--- config.mk ---
export PLATFORM = sky130hd
export DESIGN_NAME = pipe_hazard_ctrl_flat
export DESIGN_NICKNAME = d
export VERILOG_FILES = /design/src/rtl/pipe_hazard_if.sv /design/src/rtl/pipe_hazard_ctrl.sv /design/src/flat_wrapper.sv
export SDC_FILE = /design/constraint.sdc
export NUM_CORES = 1
export LEC_CHECK = 0
export BUFFER_PORTS_ARGS = -buffer_cell sky130_fd_sc_hd__buf_4
export CAP_MARGIN = 20
export CORE_AREA = 2 2 121 93
export DETAILED_ROUTE_END_ITERATION = 12
export DIE_AREA = 0 0 123 95
export PLACE_DENSITY = 0.68
export SYNTH_ARGS = -nofsm -noshare
export SYNTH_HDL_FRONTEND = slang
export SYNTH_SLANG_ARGS = --single-unit
--- constraint.sdc ---
create_clock -name clk -period 1.3 [get_ports clk]
set_input_delay 0.195 -clock clk [delete_from_list [all_inputs] [get_ports clk]]
set_output_delay 0.195 -clock clk [all_outputs]
set_load 0.05 [all_outputs]
--- src/rtl/pipe_hazard_if.sv ---
// rtl/pipe_hazard_if.sv - pipeline hazard controller bus bundle
//
// Groups the hazard controller's stage-side signals.
//   master: pipeline/stall detector side (drives stall, flush, IF fields, id_ctrl)
//   slave : pipe_hazard_ctrl (drives pc_write, IF/ID and ID/EX registers,
//           watchdog error and statistics counters)
// CTRL_W is the width of the ID-stage control bundle.

interface pipe_hazard_if #(
    parameter int CTRL_W = 8
);
    logic              stall;
    logic              flush;
    logic [31:0]       if_instr;
    logic [31:0]       if_pc_plus4;
    logic [CTRL_W-1:0] id_ctrl;

    logic              pc_write;
    logic [31:0]       if_id_instr;
    logic [31:0]       if_id_pc_plus4;
    logic              if_id_valid;
    logic [4:0]        if_id_rs;
    logic [4:0]        if_id_rt;
    logic [CTRL_W-1:0] id_ex_ctrl;
    logic [4:0]        id_ex_rt;
    logic              id_ex_memread;
    logic              id_ex_valid;
    logic              stall_err;
    logic [15:0]       stall_count;
    logic [15:0]       flush_count;

    modport master (
        output stall, flush, if_instr, if_pc_plus4, id_ctrl,
        input  pc_write, if_id_instr, if_id_pc_plus4, if_id_valid,
               if_id_rs, if_id_rt, id_ex_ctrl, id_ex_rt, id_ex_memread,
               id_ex_valid, stall_err, stall_count, flush_count
    );

    modport slave (
        input  stall, flush, if_instr, if_pc_plus4, id_ctrl,
        output pc_write, if_id_instr, if_id_pc_plus4, if_id_valid,
               if_id_rs, if_id_rt, id_ex_ctrl, id_ex_rt, id_ex_memread,
               id_ex_valid, stall_err, stall_count, flush_count
    );
endinterface

--- src/rtl/pipe_hazard_ctrl.sv ---
// rtl/pipe_hazard_ctrl.sv - IF/ID and ID/EX hold/bubble/flush controller with stall watchdog
//
// Owns the IF/ID register and the ID/EX control slice. Per cycle the action
// is reset > flush > stall > run. A stall holds IF/ID and injects a bubble
// into ID/EX; a flush loads a NOP into IF/ID and a bubble into ID/EX.
// A two-state watchdog raises sticky stall_err after MAX_STALL consecutive
// stall cycles.
//
// Ports:
//   clk   : rising-edge clock
//   rst_n : asynchronous active-low reset
//   bus   : pipe_hazard_if.slave (stall/flush/IF inputs, pipeline register outputs)
//
// Optional feature: define PIPE_HAZARD_STATS_EN to enable the 16-bit
// saturating stall_count/flush_count counters; otherwise both read 0.

module pipe_hazard_ctrl #(
    parameter int CTRL_W      = 8,
    parameter int MEMREAD_BIT = 3,
    parameter int MAX_STALL   = 3
) (
    input  logic               clk,
    input  logic               rst_n,
    pipe_hazard_if.slave       bus
);

    typedef enum logic {ST_RUN, ST_HOLD} state_t;

    state_t            state;
    state_t            state_nxt;
    logic [2:0]        stall_run;
    logic [2:0]        stall_run_nxt;
    logic              err_set;
    logic              stall_err;
    logic              stall_hold;

    logic [31:0]       if_id_instr;
    logic [31:0]       if_id_pc_plus4;
    logic              if_id_valid;
    logic [CTRL_W-1:0] id_ex_ctrl;
    logic [4:0]        id_ex_rt;
    logic              id_ex_valid;

    // Flush dominates, so a stall coincident with flush is not a stall at all.
    assign stall_hold = bus.stall & ~bus.flush;

    // Watchdog state register
    always_ff @(posedge clk or negedge rst_n) begin
        if (!rst_n) begin
            state     <= ST_RUN;
            stall_run <= 3'd0;
            stall_err <= 1'b0;
        end else begin
            state     <= state_nxt;
            stall_run <= stall_run_nxt;
            if (err_set) begin
                stall_err <= 1'b1;
            end
        end
    end

    // Watchdog next state
    always_comb begin
        state_nxt = state;
        case (state)
            ST_RUN:  if (stall_hold)  state_nxt = ST_HOLD;
            ST_HOLD: if (!stall_hold) state_nxt = ST_RUN;
            default: state_nxt = ST_RUN;
        endcase
    end

    // Watchdog outputs. The error is flagged on the edge where the run
    // length reaches MAX_STALL, so it is visible right after that edge.
    always_comb begin
        stall_run_nxt = 3'd0;
        if (stall_hold) begin
            if (state == ST_HOLD) begin
                stall_run_nxt = (stall_run == 3'd7) ? 3'd7 : stall_run + 3'd1;
            end else begin
                stall_run_nxt = 3'd1;
            end
        end
        err_set = stall_hold && ({29'd0, stall_run_nxt} >= 32'(MAX_STALL));
    end

    // Pipeline registers
    always_ff @(posedge clk or negedge rst_n) begin
        if (!rst_n) begin
            if_id_instr    <= 32'd0;
            if_id_pc_plus4 <= 32'd0;
            if_id_valid    <= 1'b0;
            id_ex_ctrl     <= '0;
            id_ex_rt       <= 5'd0;
            id_ex_valid    <= 1'b0;
        end else if (bus.flush) begin
            // pc_plus4 is left as-is; only instr/valid form the NOP.
            if_id_instr    <= 32'd0;
            if_id_valid    <= 1'b0;
            id_ex_ctrl     <= '0;
            id_ex_rt       <= 5'd0;
            id_ex_valid    <= 1'b0;
        end else if (bus.stall) begin
            id_ex_ctrl     <= '0;
            id_ex_rt       <= 5'd0;
            id_ex_valid    <= 1'b0;
        end else begin
            if_id_instr    <= bus.if_instr;
            if_id_pc_plus4 <= bus.if_pc_plus4;
            if_id_valid    <= 1'b1;
            id_ex_ctrl     <= bus.id_ctrl;
            id_ex_rt       <= if_id_instr[20:16];
            id_ex_valid    <= if_id_valid;
        end
    end

`ifdef PIPE_HAZARD_STATS_EN
    logic [15:0] stall_count;
    logic [15:0] flush_count;

    always_ff @(posedge clk or negedge rst_n) begin
        if (!rst_n) begin
            stall_count <= 16'd0;
            flush_count <= 16'd0;
        end else begin
            if (stall_hold && stall_count != 16'hFFFF) begin
                stall_count <= stall_count + 16'd1;
            end
            if (bus.flush && flush_count != 16'hFFFF) begin
                flush_count <= flush_count + 16'd1;
            end
        end
    end

    assign bus.stall_count = stall_count;
    assign bus.flush_count = flush_count;
`else
    assign bus.stall_count = 16'd0;
    assign bus.flush_count = 16'd0;
`endif

    // Not registered: the PC owner must see the hold in the same cycle.
    assign bus.pc_write       = ~bus.stall | bus.flush;
    assign bus.if_id_instr    = if_id_instr;
    assign bus.if_id_pc_plus4 = if_id_pc_plus4;
    assign bus.if_id_valid    = if_id_valid;
    assign bus.if_id_rs       = if_id_instr[25:21];
    assign bus.if_id_rt       = if_id_instr[20:16];
    assign bus.id_ex_ctrl     = id_ex_ctrl;
    assign bus.id_ex_rt       = id_ex_rt;
    assign bus.id_ex_memread  = id_ex_ctrl[MEMREAD_BIT];
    assign bus.id_ex_valid    = id_ex_valid;
    assign bus.stall_err      = stall_err;

endmodule

--- src/flat_wrapper.sv ---
// flat-port wrapper written by rule: the top's interface ports become plain ports
module pipe_hazard_ctrl_flat 
#(
    parameter int CTRL_W      = 8,
    parameter int MEMREAD_BIT = 3,
    parameter int MAX_STALL   = 3
)
  (clk, rst_n, bus_stall, bus_flush, bus_if_instr, bus_if_pc_plus4, bus_id_ctrl, bus_pc_write, bus_if_id_instr, bus_if_id_pc_plus4, bus_if_id_valid, bus_if_id_rs, bus_if_id_rt, bus_id_ex_ctrl, bus_id_ex_rt, bus_id_ex_memread, bus_id_ex_valid, bus_stall_err, bus_stall_count, bus_flush_count);
  pipe_hazard_if #(.CTRL_W(CTRL_W)) bus_i ();
  input  logic clk;
  input  logic rst_n;
  input wire logic [$bits(bus_i.stall)-1:0] bus_stall;
  input wire logic [$bits(bus_i.flush)-1:0] bus_flush;
  input wire logic [$bits(bus_i.if_instr)-1:0] bus_if_instr;
  input wire logic [$bits(bus_i.if_pc_plus4)-1:0] bus_if_pc_plus4;
  input wire logic [$bits(bus_i.id_ctrl)-1:0] bus_id_ctrl;
  output wire logic [$bits(bus_i.pc_write)-1:0] bus_pc_write;
  output wire logic [$bits(bus_i.if_id_instr)-1:0] bus_if_id_instr;
  output wire logic [$bits(bus_i.if_id_pc_plus4)-1:0] bus_if_id_pc_plus4;
  output wire logic [$bits(bus_i.if_id_valid)-1:0] bus_if_id_valid;
  output wire logic [$bits(bus_i.if_id_rs)-1:0] bus_if_id_rs;
  output wire logic [$bits(bus_i.if_id_rt)-1:0] bus_if_id_rt;
  output wire logic [$bits(bus_i.id_ex_ctrl)-1:0] bus_id_ex_ctrl;
  output wire logic [$bits(bus_i.id_ex_rt)-1:0] bus_id_ex_rt;
  output wire logic [$bits(bus_i.id_ex_memread)-1:0] bus_id_ex_memread;
  output wire logic [$bits(bus_i.id_ex_valid)-1:0] bus_id_ex_valid;
  output wire logic [$bits(bus_i.stall_err)-1:0] bus_stall_err;
  output wire logic [$bits(bus_i.stall_count)-1:0] bus_stall_count;
  output wire logic [$bits(bus_i.flush_count)-1:0] bus_flush_count;
  assign bus_i.stall = bus_stall;
  assign bus_i.flush = bus_flush;
  assign bus_i.if_instr = bus_if_instr;
  assign bus_i.if_pc_plus4 = bus_if_pc_plus4;
  assign bus_i.id_ctrl = bus_id_ctrl;
  assign bus_pc_write = bus_i.pc_write;
  assign bus_if_id_instr = bus_i.if_id_instr;
  assign bus_if_id_pc_plus4 = bus_i.if_id_pc_plus4;
  assign bus_if_id_valid = bus_i.if_id_valid;
  assign bus_if_id_rs = bus_i.if_id_rs;
  assign bus_if_id_rt = bus_i.if_id_rt;
  assign bus_id_ex_ctrl = bus_i.id_ex_ctrl;
  assign bus_id_ex_rt = bus_i.id_ex_rt;
  assign bus_id_ex_memread = bus_i.id_ex_memread;
  assign bus_id_ex_valid = bus_i.id_ex_valid;
  assign bus_stall_err = bus_i.stall_err;
  assign bus_stall_count = bus_i.stall_count;
  assign bus_flush_count = bus_i.flush_count;
  pipe_hazard_ctrl #(.CTRL_W(CTRL_W), .MEMREAD_BIT(MEMREAD_BIT), .MAX_STALL(MAX_STALL)) u_core (.clk(clk), .rst_n(rst_n), .bus(bus_i));
endmodule
# Yosys cells after proc, flatten, opt, wreduce, memory -nomap -nowiden

Cells that the tools add are included.

Add/sub/neg operators: 1
$lt $le $gt $ge: 1
Eq/ne operators: 2
Multiplexer cells: 14
Bitwise logic cells: 4
Reduce and logical (&&, ||, !) cells: 2

Operator list:

| cell                                                 | number |
|---|---|
| two-way mux 32 bit                                   | 2 |
| two-way mux 8 bit                                    | 2 |
| two-way mux 5 bit                                    | 2 |
| two-way mux 3 bit                                    | 3 |
| two-way mux 1 bit                                    | 5 |
| adder 3 x 1 -> 3 bit (second input constant)         | 1 |
| equality test 3 bit (second input constant)          | 1 |
| >= comparator 3 x 2 -> 1 bit (second input constant) | 1 |
| != test 2 x 1 -> 1 bit (second input constant)       | 1 |
| inverter 1 bit                                       | 2 |
| AND reduction 2 bit                                  | 1 |
| AND 1 bit                                            | 1 |
| logical AND 1 bit                                    | 1 |
| bitwise OR 1 bit                                     | 1 |

Flip-flop bits (word level): 84

# Longest topological paths before layout

Gate-level depths: netlist (run 1).

Depth after elaboration: 6
Depth in mapped cells: 5
Depth with buffers taken out: 4

# Worst setup path before layout (run 1)

Ideal clock, no wire load.

Path type: input port to flip-flop
From: input bus_flush
To: register u_core.stall_err (netlist: u_core.bus.stall_err)
Setup time: 0.120 ns
Arrival time: 1.195 ns
Data required time: 1.180 ns
Path slack: -0.015 ns
Cell stages on the path: 4
Cells stage by stage: buf_4 -> nand2b_1 -> inv_1 -> a31o_2

Word-level cells in the longest chain between the ends: 5

RTL lines:

| item                                | line                   | text |
|---|---|---|
| from (decl)                         | flat_wrapper.sv:13     | `input wire logic [$bits(bus_i.flush)-1:0] bus_flush;` |
| inverter 1 bit (no source line) (*) | --                     |  |
| AND 1 bit (*)                       | pipe_hazard_ctrl.sv:45 | `assign stall_hold = bus.stall & ~bus.flush;` |
| net u_core.stall_hold               | pipe_hazard_ctrl.sv:35 | `logic stall_hold;` |
| two-way mux 3 bit                   | pipe_hazard_ctrl.sv:76 | `if (stall_hold) begin` |
| >= comparator 3 x 2 -> 1 bit        | pipe_hazard_ctrl.sv:83 | `err_set = stall_hold && ({29'd0, stall_run_nxt} >= 32'(MAX_STALL));` |
| logical AND 1 bit (*)               | pipe_hazard_ctrl.sv:83 |  |
| to (signal assigned)                | pipe_hazard_ctrl.sv:52 | `stall_err <= 1'b0;` |
| to (signal assigned)                | pipe_hazard_ctrl.sv:57 | `stall_err <= 1'b1;` |
| to (decl)                           | pipe_hazard_ctrl.sv:34 | `logic stall_err;` |

The timed path passes the listed nets; every way through them passes the cells marked *.
A chain may end at the register's enable or synchronous reset.

# Final worst setup path (run 1)

From: register u_core.stall_run[0]
To: register u_core.stall_err (netlist: u_core.bus.stall_err)

Word-level cells in the longest chain between the ends: 6
Elaborated cells between the ends (all ways): 7
Those cells by class: add/sub: 1; order compare: 1; eq/ne: 1; mux: 3; reduce/logical: 1

RTL lines:

| item                                                               | line                   | text |
|---|---|---|
| from (decl)                                                        | pipe_hazard_ctrl.sv:31 | `logic [2:0] stall_run;` |
| from (signal assigned)                                             | pipe_hazard_ctrl.sv:55 | `stall_run <= stall_run_nxt;` |
| adder 3 x 1 -> 3 bit / equality test 3 bit (equally long branches) | pipe_hazard_ctrl.sv:78 | `stall_run_nxt = (stall_run == 3'd7) ? 3'd7 : stall_run + 3'd1;` |
| two-way mux 3 bit (*)                                              | pipe_hazard_ctrl.sv:78 |  |
| two-way mux 3 bit (*)                                              | pipe_hazard_ctrl.sv:77 | `if (state == ST_HOLD) begin` |
| two-way mux 3 bit (*)                                              | pipe_hazard_ctrl.sv:76 |  |
| >= comparator 3 x 2 -> 1 bit (*)                                   | pipe_hazard_ctrl.sv:83 |  |
| logical AND 1 bit (*)                                              | pipe_hazard_ctrl.sv:83 |  |

Mark *: on every way between the ends. The rest lies on a longest branch, timed or not.

==> implementation parameters, run 1 <==
Parameter                              Value

Logic synthesis
  Arithmetic-cell share of the synthesized area counting full adders, half adders and majority gates    0.00357
  EDFF count, synth    0
  Post-synthesis register bit count    between 80 and 90
  Largest family of logic cells by synthesized area    multiplexers
  Synth Area in Simple Gates    0.0707
  Post-Synth XOR/XNOR Area    0
  Number of distinct standard cells referenced by the synthesized netlist    22
  Sequential-to-total area share from yosys stat    0.600
  Count of yosys warnings during synthesis    0
  Cell with the most instances after synthesis    sky130_fd_sc_hd__dfrtp_1
  Area leader, netlist    sky130_fd_sc_hd__dfrtp_1
  Share of synthesized area spent on multiplexers    0.194
  Fraction of the mapped netlist area in compound gates    0.00857
  Syn Std Cell Area    about 3500 um^2
  Area fraction of the dominant cell type after synthesis    0.600
  Share of async-settable or async-resettable flops after synthesis    1.00
  Synth top cells by count    84 x sky130_fd_sc_hd__dfrtp_1, 47 x sky130_fd_sc_hd__buf_4, 34 x sky130_fd_sc_hd__nor2_1
  Mean instance size in the synthesized netlist    ~13 um^2
  Main synth FF type    sky130_fd_sc_hd__dfrtp_1
  Leading cell types by total area after synthesis    sky130_fd_sc_hd__dfrtp_1 60%, sky130_fd_sc_hd__buf_4 10%, sky130_fd_sc_hd__mux2i_1 9.1%, sky130_fd_sc_hd__mux2_1 8.7%, sky130_fd_sc_hd__nor2_1 3.6%
  Mapped Cells    265

Detailed routing
  DRC violation count after routing    0
  Detailed router's first-iteration violation count    66
  Final Routed Wirelength    approximately 8000 um
  Average wire length per cell after detail routing    13.6 um
  Detailed-router iteration count before antenna repair    4
  Via density per instance    4.15
  Routed vias    approximately 2.4k
  Remaining number of nets flagged by the antenna check after routing    0

Setup path
  Type of element capturing the critical path    flip-flop
  Kind of start point of the critical path    flip-flop
  Arrival time reported for the critical path endpoint    ~1.4 ns
  Setup Crit Path Kind    reg2reg
  Peak fanout along the critical path    3
  Req. time, crit path    approximately 1.5 ns

Die
  Die W    123 um
  Vert. Die Dim    95 um
  Core area    ~11000 um^2
  Initial cell density of the core    0.329
  Count of pins on the block boundary    200
  DIE AREA    roughly 12000 um^2
  Std-Cell Rows    33

STA
  Final period demand of the worst path    1.21 ns
  Final WS setup    roughly 0.091 ns
  Final Cycle Share    0.930
  Number of hold-slack violations in the final timing report    0
  Max-slew violation total from the final report    0
  Final setup violating endpoints    0
  Unrepaired setup endpoints after global routing    no
  Highest clock frequency the design can meet    around 830 MHz
  Final sum of negative setup slack    0 ns
  Worst setup skew after layout    0.00157 ns

Global routing
  Routing usage on met1    0.162
  Met3 routing resource usage after global routing    0.0525
  Layer with the highest usage after global routing    met2
  GRT Overall Usage    0.132
  Maximum number of pins on one net before global-route repair    85
  Met2 capacity usage during global routing    0.209
  Total gr overflow    0
  Number of antenna violations at the first check in global routing    0
  Global-route wire length before repair    11500 um
  Vias in the first global route    about 2.3k

Clocking
  Count of clock tree sinks    84
  CTS tree    done
  Number of buffers created by CTS    9
  Post-CTS Setup Bufs    0
  Later-pin clock latency in the skew report    between 0.3 and 0.4 ns
  H-tree level count    3
  Root Driver    sky130_fd_sc_hd__clkbuf_16
  Clock tree buffer depth    2
  Clock edge transition at the registers on the reported setup and hold paths    ~0.060 ns

Power and ir drop
  Areal power density over the cells    1480 nW/um^2
  Leakage power    ~2.6 nW
  Max IR drop VDD    about 0.88 mV

Cells and area
  Post-Layout Inst Area    approximately 5000 um^2
  Share of cells above drive strength 1    0.457
  Final core utilization    0.470
  Number of diodes added for antenna fixing    0
  Final Net Count    between 500 and 600
  Fill cells    ~1k
  Layout Area Growth over Synthesis    42.9%

Place
  Final HPWL DP    roughly 5800 um
  Worst slack after detailed placement    around 0.10 ns
  Total of buffers placed on input and output ports    ~170
  Instance area after placement    approximately 4700 um^2
  Routability congestion estimate from global placement    between 0.6 and 0.7

Worst hold path
  Tightest Hold Check Type    in2reg

Run
  Max-cap check violation count    0

Outcome
  Outcome    finished clean
-- flip-flops by register name, indices dropped and copies added, names as in the netlist --
| register | count |
|---|---|
| u_core.state | 1 |
| u_core.bus.if_id_valid | 1 |
| u_core.bus.id_ex_valid | 1 |
| u_core.bus.id_ex_rt | 5 |
| u_core.bus.if_id_pc_plus4 | 32 |
| u_core.stall_run | 3 |
| u_core.bus.if_id_instr | 32 |
| u_core.bus.id_ex_ctrl | 8 |
| u_core.bus.stall_err | 1 |
-- worst max-delay path, stage by stage, from the launching register on --
cell                      delay [ns]
sky130_fd_sc_hd__dfrtp_1        0.40
sky130_fd_sc_hd__ha_1           0.22
sky130_fd_sc_hd__nor2_1         0.14
sky130_fd_sc_hd__o21ai_0        0.10
sky130_fd_sc_hd__a31o_2         0.25
-- per-stage QoR --
step | cells | total power, mW | hold WS [ns]
after floorplan | 296 | 4.49 | -0.101
after global placement | 556 | 5.10 | 0.263
after detailed placement | 556 | 5.13 | 0.266
after CTS | 573 | 7.55 | 0.0468
after global routing | 573 | 7.80 | 0.0461
final | 573 | 7.42 | 0.0662
-- final cells by class --
type                    count  area (um^2)  share of cell area
repair buffers            176         1350               0.269
clock inverters             6         48.8             0.00974
well taps                 140          175              0.0350
multi-input cells         154         1090               0.218
inverters                   3         11.3             0.00225
flip-flops and latches     84         2100               0.420
clock buffers              10          229              0.0457
-- where the power goes --
group          leakage [nW]  internal [mW]  switching, mW
logic                  1.45          0.649           1.44
registers              1.07           2.85          0.133
clock network         0.126           1.31           1.04
-- layout by cell type (no fill, tap or decap), types with 2 or more instances in the layout --
cell                         synthesis  layout
sky130_fd_sc_hd__clkbuf_16           0       9
sky130_fd_sc_hd__mux2_2              5       5
sky130_fd_sc_hd__clkinvlp_4          0       3
sky130_fd_sc_hd__and2_1             13      13
sky130_fd_sc_hd__buf_12              0       2
sky130_fd_sc_hd__a21oi_1             2       2
sky130_fd_sc_hd__conb_1              1      32
sky130_fd_sc_hd__nand2_1             2       2
sky130_fd_sc_hd__dfrtp_1            84      84
sky130_fd_sc_hd__mux2i_1            32      32
sky130_fd_sc_hd__mux2_1             27      27
sky130_fd_sc_hd__inv_6               0       2
sky130_fd_sc_hd__inv_1               3       3
sky130_fd_sc_hd__buf_4              47     173
sky130_fd_sc_hd__nor2_1             34      34
-- final timing paths --
path	start	to	slack [ns]	cells after the start
setup / recovery	u_core.stall_run[0]$_DFF_PN0_	u_core.bus.stall_err$_DFFE_PN0P_	0.09	4
hold / removal	bus_id_ctrl[3]	u_core.bus.id_ex_ctrl[3]$_DFF_PN0_	0.07	2
setup reg to reg	u_core.stall_run[0]$_DFF_PN0_	u_core.bus.stall_err$_DFFE_PN0P_	0.09	4
hold reg to reg	u_core.bus.if_id_pc_plus4[4]$_DFFE_PN0P_	u_core.bus.if_id_pc_plus4[4]$_DFFE_PN0P_	0.49	1
max in group asynchronous	rst_n	u_core.bus.if_id_pc_plus4[13]$_DFFE_PN0P_	0.53	3
min in group asynchronous	rst_n	u_core.bus.if_id_valid$_DFFE_PN0N_	0.43	3
-- logic make-up after synthesis --
family          after synthesis
flops                        84
mux                          64
buf+inv                      58
simple gates                 52
compound gates                5
fa+ha+maj                     1
other cells                   1
-- routing by layer --
layer  up-vias  share of wire
met5         -              0
met4         0          0.013
met3        10           0.11
met2       123           0.46
met1      1123           0.41
li1       1123              -
-- what timing repair did --
item	in CTS	in global routing
hold buffers	1	0
hold endpoints to repair	84	0
resized for setup	0	0
No activity file was read; power rests on OpenSTA's default activity.
==> run 2: changes to the inputs <==
- CORE_AREA: 2 2 121 93 -> 2 2 112 87
- DIE_AREA: 0 0 123 95 -> 0 0 114 89
- PLACE_DENSITY: 0.68 -> 0.76
==> implementation parameters, run 2 (synthesis results as in run 1) <==
Parameter                              Value

Detailed routing
  Average wire length per cell after detail routing    14.1 um
  Detailed router's first-iteration violation count    ~140
  Remaining number of nets flagged by the antenna check after routing    0
  DRC violation count after routing    0
  Final Routed Wirelength    7660 um
  Detailed-router iteration count before antenna repair    4
  Via density per instance    4.40
  Routed vias    2385

Clocking
  Clock edge transition at the registers on the reported setup and hold paths    ~0.060 ns
  Later-pin clock latency in the skew report    approximately 0.33 ns
  Count of clock tree sinks    84
  Number of buffers created by CTS    9
  Root Driver    sky130_fd_sc_hd__clkbuf_16
  Clock tree buffer depth    2
  CTS tree    done
  H-tree level count    3

Setup path
  Buffers plus inverters on the worst setup path    1
  Crit-path leading delay family    flip-flops
  Type of element capturing the critical path    flip-flop
  Arrival time reported for the critical path endpoint    around 1.4 ns
  Setup slack on the worst flop-to-flop path    approximately 0.096 ns
  CP peak stage delay    about 0.40 ns
  Setup Crit Path Kind    reg2reg
  Worst path cell trace    ha_1, inv_1, o21ai_0, a31o_2
  Kind of start point of the critical path    flip-flop
  Cell at the slowest stage of the critical path    sky130_fd_sc_hd__dfrtp_1
  Peak fanout along the critical path    3
  Req. time, crit path    roughly 1.5 ns

Power and ir drop
  Max IR drop VDD    around 0.75 mV
  Fraction of power spent switching nets    0.336
  Combinational group share of total power    0.277
  Relative contribution of the clock network to total power    0.329
  Cell internal power dissipation    ~5 mW
  Power share of the sequential group    0.394
  Areal power density over the cells    around 1500 nW/um^2
  Leakage power    between 2 and 3 nW
  Switching power    between 2 and 3 mW

Worst hold path
  Tightest Hold Check Type    in2reg

STA
  Max-slew violation total from the final report    0
  Final setup violating endpoints    0
  Unrepaired setup endpoints after global routing    no
  Final Cycle Share    0.926
  Final period demand of the worst path    ~1.2 ns
  Highest clock frequency the design can meet    between 800 and 900 MHz
  Number of hold-slack violations in the final timing report    0
  Hold slack    roughly 0.075 ns
  Final sum of negative setup slack    0 ns
  Worst setup skew after layout    a little over 0.004 ns

Global routing
  Vias in the first global route    between 2k and 2.5k
  Number of antenna violations at the first check in global routing    0
  GRT Overall Usage    0.149
  Maximum number of pins on one net before global-route repair    85
  Global-route wire length before repair    around 12000 um
  Total gr overflow    0

Outcome
  Outcome    finished clean

Die
  DIE AREA    between 10000 and 15000 um^2
  Die W    114 um
  Core area    just under 9000 um^2
  Std-Cell Rows    30
  Vert. Die Dim    around 90 um
  Count of pins on the block boundary    200
  Initial cell density of the core    0.392

Cells and area
  Biggest regs    u_core.bus.if_id_instr (32), u_core.bus.if_id_pc_plus4 (32), u_core.bus.id_ex_ctrl (8)
  Final Net Count    about 500
  Number of diodes added for antenna fixing    0
  Fill cells    ~770
  Share of cells above drive strength 1    0.458
  Final core utilization    0.558
  Most frequent cells in the layout    170 x sky130_fd_sc_hd__buf_4, 84 x sky130_fd_sc_hd__dfrtp_1, 33 x sky130_fd_sc_hd__nor2_1
  Leading cell type in the layout, fill and taps excluded    sky130_fd_sc_hd__buf_4
  Layout Area Growth over Synthesis    42.3%

Place
  Routability congestion estimate from global placement    just over 0.7
  Total of buffers placed on input and output ports    approximately 170
  Final HPWL DP    approximately 5500 um

Run
  Max-cap check violation count    0
run 2: through the flow:
| step | instance area [um^2] | instances | power [mW] | worst slack [ns] |
|---|---|---|---|---|
| finish | 4990 | 542 | 7.55 | 0.0958 |
| global route | 4990 | 542 | 7.87 | 0.0227 |
| CTS | 4980 | 542 | 7.65 | 0.0866 |
| detailed placement | 4680 | 526 | 5.13 | 0.0986 |
| global placement | 4680 | 526 | 5.10 | 0.115 |
| floorplan | 3620 | 296 | 4.49 | 0.168 |
run 2: final timing paths:
kind	startpoint	endpoint	cells past startpoint
max reg2reg	u_core.stall_run[0]$_DFF_PN0_	u_core.bus.stall_err$_DFFE_PN0P_	4
max	u_core.stall_run[0]$_DFF_PN0_	u_core.bus.stall_err$_DFFE_PN0P_	4
min reg2reg	u_core.bus.if_id_pc_plus4[30]$_DFFE_PN0P_	u_core.bus.if_id_pc_plus4[30]$_DFFE_PN0P_	1
min	bus_id_ctrl[3]	u_core.bus.id_ex_ctrl[3]$_DFF_PN0_	2
min in group asynchronous	rst_n	u_core.bus.if_id_pc_plus4[25]$_DFFE_PN0P_	3
max in group asynchronous	rst_n	u_core.bus.if_id_instr[28]$_DFFE_PN0N_	3
run 2: repair_timing:
item | 4_1_cts | 5_1_grt
resized for setup | 0 | 1
endpoints found under the setup margin | 0 | 1
hold buffers | 1 | 0
buffers inserted | 0 | 0
hold endpoints to repair | 84 | 0
run 2: layout make-up:
type                            instances  area, um^2  area share
Tap cell                              112         140      0.0281
Sequential cell                        84        2100       0.421
Multi-Input combinational cell        154        1100       0.220
Clock buffer                           10         239      0.0479
Clock inverter                          5        52.6      0.0105
Timing Repair Buffer                  174        1350       0.270
Inverter                                3        11.3     0.00226
run 2: power groups by stage:
stage | Combinational [mW] | Clock (mW) | Sequential (mW)
finish | 2.09 | 2.48 | 2.97
global route | 2.19 | 2.67 | 3.00
CTS | 2.11 | 2.56 | 2.98
detailed placement | 2.11 | 0 | 3.02
global placement | 2.09 | 0 | 3.01
floorplan | 0.680 | 0 | 3.81
run 2: per-layer routing:
| layer | up-vias | share of wire | track usage |
|---|---|---|---|
| met1 | 1147 | 0.41 | 0.178 |
| met5 | - | 0 | 0 |
| met3 | 9 | 0.092 | 0.0556 |
| met2 | 115 | 0.49 | 0.254 |
| met4 | 0 | 0.0093 | 0.0499 |
| li1 | 1114 | - | - |
run 2: worst register-to-register path, stage by stage (launching register included):
cell and delay, ns:
sky130_fd_sc_hd__dfrtp_1 0.40, sky130_fd_sc_hd__ha_1 0.29, sky130_fd_sc_hd__inv_1 0.07, sky130_fd_sc_hd__o21ai_0 0.08
sky130_fd_sc_hd__a31o_2 0.25
==> run 3: changes to the inputs <==
- BUFFER_PORTS_ARGS: -buffer_cell sky130_fd_sc_hd__buf_4 -> -buffer_cell sky130_fd_sc_hd__buf_2
- REMOVE_ABC_BUFFERS: default -> 1
==> implementation parameters, run 3 (synthesis results as in run 1) <==
Parameter                              Value

Place
  Total of buffers placed on input and output ports    ~170
  Routability congestion estimate from global placement    around 0.74
  Final HPWL DP    between 5000 and 6000 um
  Cells after DPL    between 500 and 600

Cells and area
  Final std cells w/o fill    544
  Layout Area Growth over Synthesis    30.9%
  Final Net Count    slightly above 500
  Number of diodes added for antenna fixing    0
  Biggest regs    u_core.bus.if_id_instr (32), u_core.bus.if_id_pc_plus4 (32), u_core.bus.id_ex_ctrl (8)
  Leading cell type in the layout, fill and taps excluded    sky130_fd_sc_hd__buf_2
  Most frequent cells in the layout    166 x sky130_fd_sc_hd__buf_2, 84 x sky130_fd_sc_hd__dfrtp_1, 34 x sky130_fd_sc_hd__nor2_1
  Share of cells above drive strength 1    0.451

Clocking
  Later-pin clock latency in the skew report    0.33 ns
  Clock edge transition at the registers on the reported setup and hold paths    ~0.060 ns
  H-tree level count    3
  Root Driver    sky130_fd_sc_hd__clkbuf_16
  CTS tree    done
  Count of clock tree sinks    between 80 and 90
  Clock tree buffer depth    2
  Number of buffers created by CTS    9

STA
  Unrepaired setup endpoints after global routing    no
  Worst setup skew after layout    approximately 0.0054 ns
  Final period demand of the worst path    1.22 ns
  Final sum of negative setup slack    0 ns
  Number of hold-slack violations in the final timing report    0
  Final setup violating endpoints    0
  Max-slew violation total from the final report    0
  Final Cycle Share    0.941
  Highest clock frequency the design can meet    between 800 and 900 MHz

Worst hold path
  Count of cells along the worst hold path    2
  Tightest Hold Check Type    in2reg
  Hold path startpoint    bus_id_ctrl[4]
  Hold path endpoint    u_core.bus.id_ex_ctrl[4]$_DFF_PN0_

Setup path
  Cell at the slowest stage of the critical path    sky130_fd_sc_hd__dfrtp_1
  Req. time, crit path    1.11 ns
  Kind of start point of the critical path    flip-flop
  Endpoint of the lowest-slack register-to-register path    u_core.bus.stall_err$_DFFE_PN0P_
  Setup Crit Path Kind    reg2out
  Buffers plus inverters on the worst setup path    1
  Worst-case reg-to-reg path depth    4
  Critical R2R Launch    u_core.stall_run[0]$_DFF_PN0_
  Type of element capturing the critical path    output port
  Setup slack on the worst flop-to-flop path    around 0.09 ns
  CP peak stage delay    approximately 0.40 ns
  Worst path cell trace    buf_2
  Arrival time reported for the critical path endpoint    around 1.0 ns
  Crit-path leading delay family    flip-flops
  Peak fanout along the critical path    4

Global routing
  Met2 capacity usage during global routing    0.233
  Maximum number of pins on one net before global-route repair    85
  Number of antenna violations at the first check in global routing    0
  Met3 routing resource usage after global routing    0.0624
  Layer with the highest usage after global routing    met2
  Vias in the first global route    2337
  GRT Overall Usage    0.145
  Total gr overflow    0
  Routing usage on met1    0.179
  Global-route wire length before repair    ~11000 um

Die
  Initial cell density of the core    0.392
  Count of pins on the block boundary    200
  Vert. Die Dim    89 um
  Std-Cell Rows    30
  Die W    114 um
  Core area    8930 um^2
  DIE AREA    about 10000 um^2

Detailed routing
  Final Routed Wirelength    approximately 7200 um
  Remaining number of nets flagged by the antenna check after routing    0
  Routed vias    about 2.4k
  DRC violation count after routing    0
  Average wire length per cell after detail routing    roughly 13 um
  Via density per instance    roughly 4.4
  Detailed router's first-iteration violation count    slightly above 100
  Detailed-router iteration count before antenna repair    4

Run
  Max-cap check violation count    0

Outcome
  Outcome    finished clean

Power and ir drop
  Leakage power    roughly 2.6 nW
  Max IR drop VDD    about 0.89 mV
  Areal power density over the cells    1640 nW/um^2
-- run 3: cell count changes in the layout (fill, tap and decap cells not counted), sizes merged --
cell    before  now
buf        173  174
bufinv       1    2
clkbuf      10   12
clkinv       3    1
-- run 3: routing by layer --
metal / vias to the layer above / share of wire
met1: 1168 / 0.41
met3: 7 / 0.090
met2: 109 / 0.49
li1: 1115 / -
met5: - / 0
met4: 0 / 0.0096
-- run 3: how the worst max path moves through the flow --
stage,start,to,depth (start not counted)
floorplan,u_core.bus.if_id_instr[16]$_DFFE_PN0N_,u_core.bus.if_id_instr[16]$_DFFE_PN0N_,2
global placement,u_core.stall_run[0]$_DFF_PN0_,u_core.bus.stall_err$_DFFE_PN0P_,4
detailed placement,bus_stall,u_core.bus.if_id_instr[4]$_DFFE_PN0N_,4
CTS,u_core.bus.if_id_instr[17]$_DFFE_PN0N_,bus_if_id_instr[17],1
global route,u_core.stall_run[0]$_DFF_PN0_,u_core.bus.stall_err$_DFFE_PN0P_,4
finish,u_core.bus.if_id_instr[17]$_DFFE_PN0N_,bus_if_id_instr[17],1
-- run 3: final cells by class --
cell class                      count  area [um^2]
Clock buffer                       12          246
Multi-Input combinational cell    154         1090
Timing Repair Buffer              175          926
Inverter                            3         11.3
Clock inverter                      4         72.6
Fill cell                         802         4340
Tap cell                          112          140
Sequential cell                    84         2100
-- run 3: metrics by stage --
stage,setup slack [ns],total power [mW],area [um^2],util,hold slack [ns]
6_report,0.0763,7.53,4590,0.514,0.0637
5_1_grt,0.0168,7.90,4590,0.514,0.0578
4_1_cts,0.0700,7.64,4590,0.514,0.0519
3_5_place_dp,0.0916,4.89,4260,0.477,0.262
3_3_place_gp,0.131,4.86,4260,0.477,0.258
2_1_floorplan,0.0563,4.33,3200,-,-0.101
-- run 3: power by group --
part           switching (mW)  internal [mW]  total [mW]  leakage [nW]
sequential              0.117           2.85        2.96          1.07
clock                   0.966           1.73        2.70         0.153
combinational            1.43          0.438        1.87          1.34
total                    2.52           5.02        7.53          2.56
-- run 3: what timing repair did --
item / 4_1_cts / 5_1_grt
hold endpoints to repair: 84 / 0
hold buffers: 1 / 0
gates resized for setup: 0 / 0
buffers inserted: 0 / 0
-- run 3: worst reg2reg max path, stage by stage (launching register included) --
cell and delay (ns):
sky130_fd_sc_hd__dfrtp_1 0.39, sky130_fd_sc_hd__ha_1 0.22, sky130_fd_sc_hd__nor2_1 0.14, sky130_fd_sc_hd__o21ai_0 0.10, sky130_fd_sc_hd__a31o_2 0.24
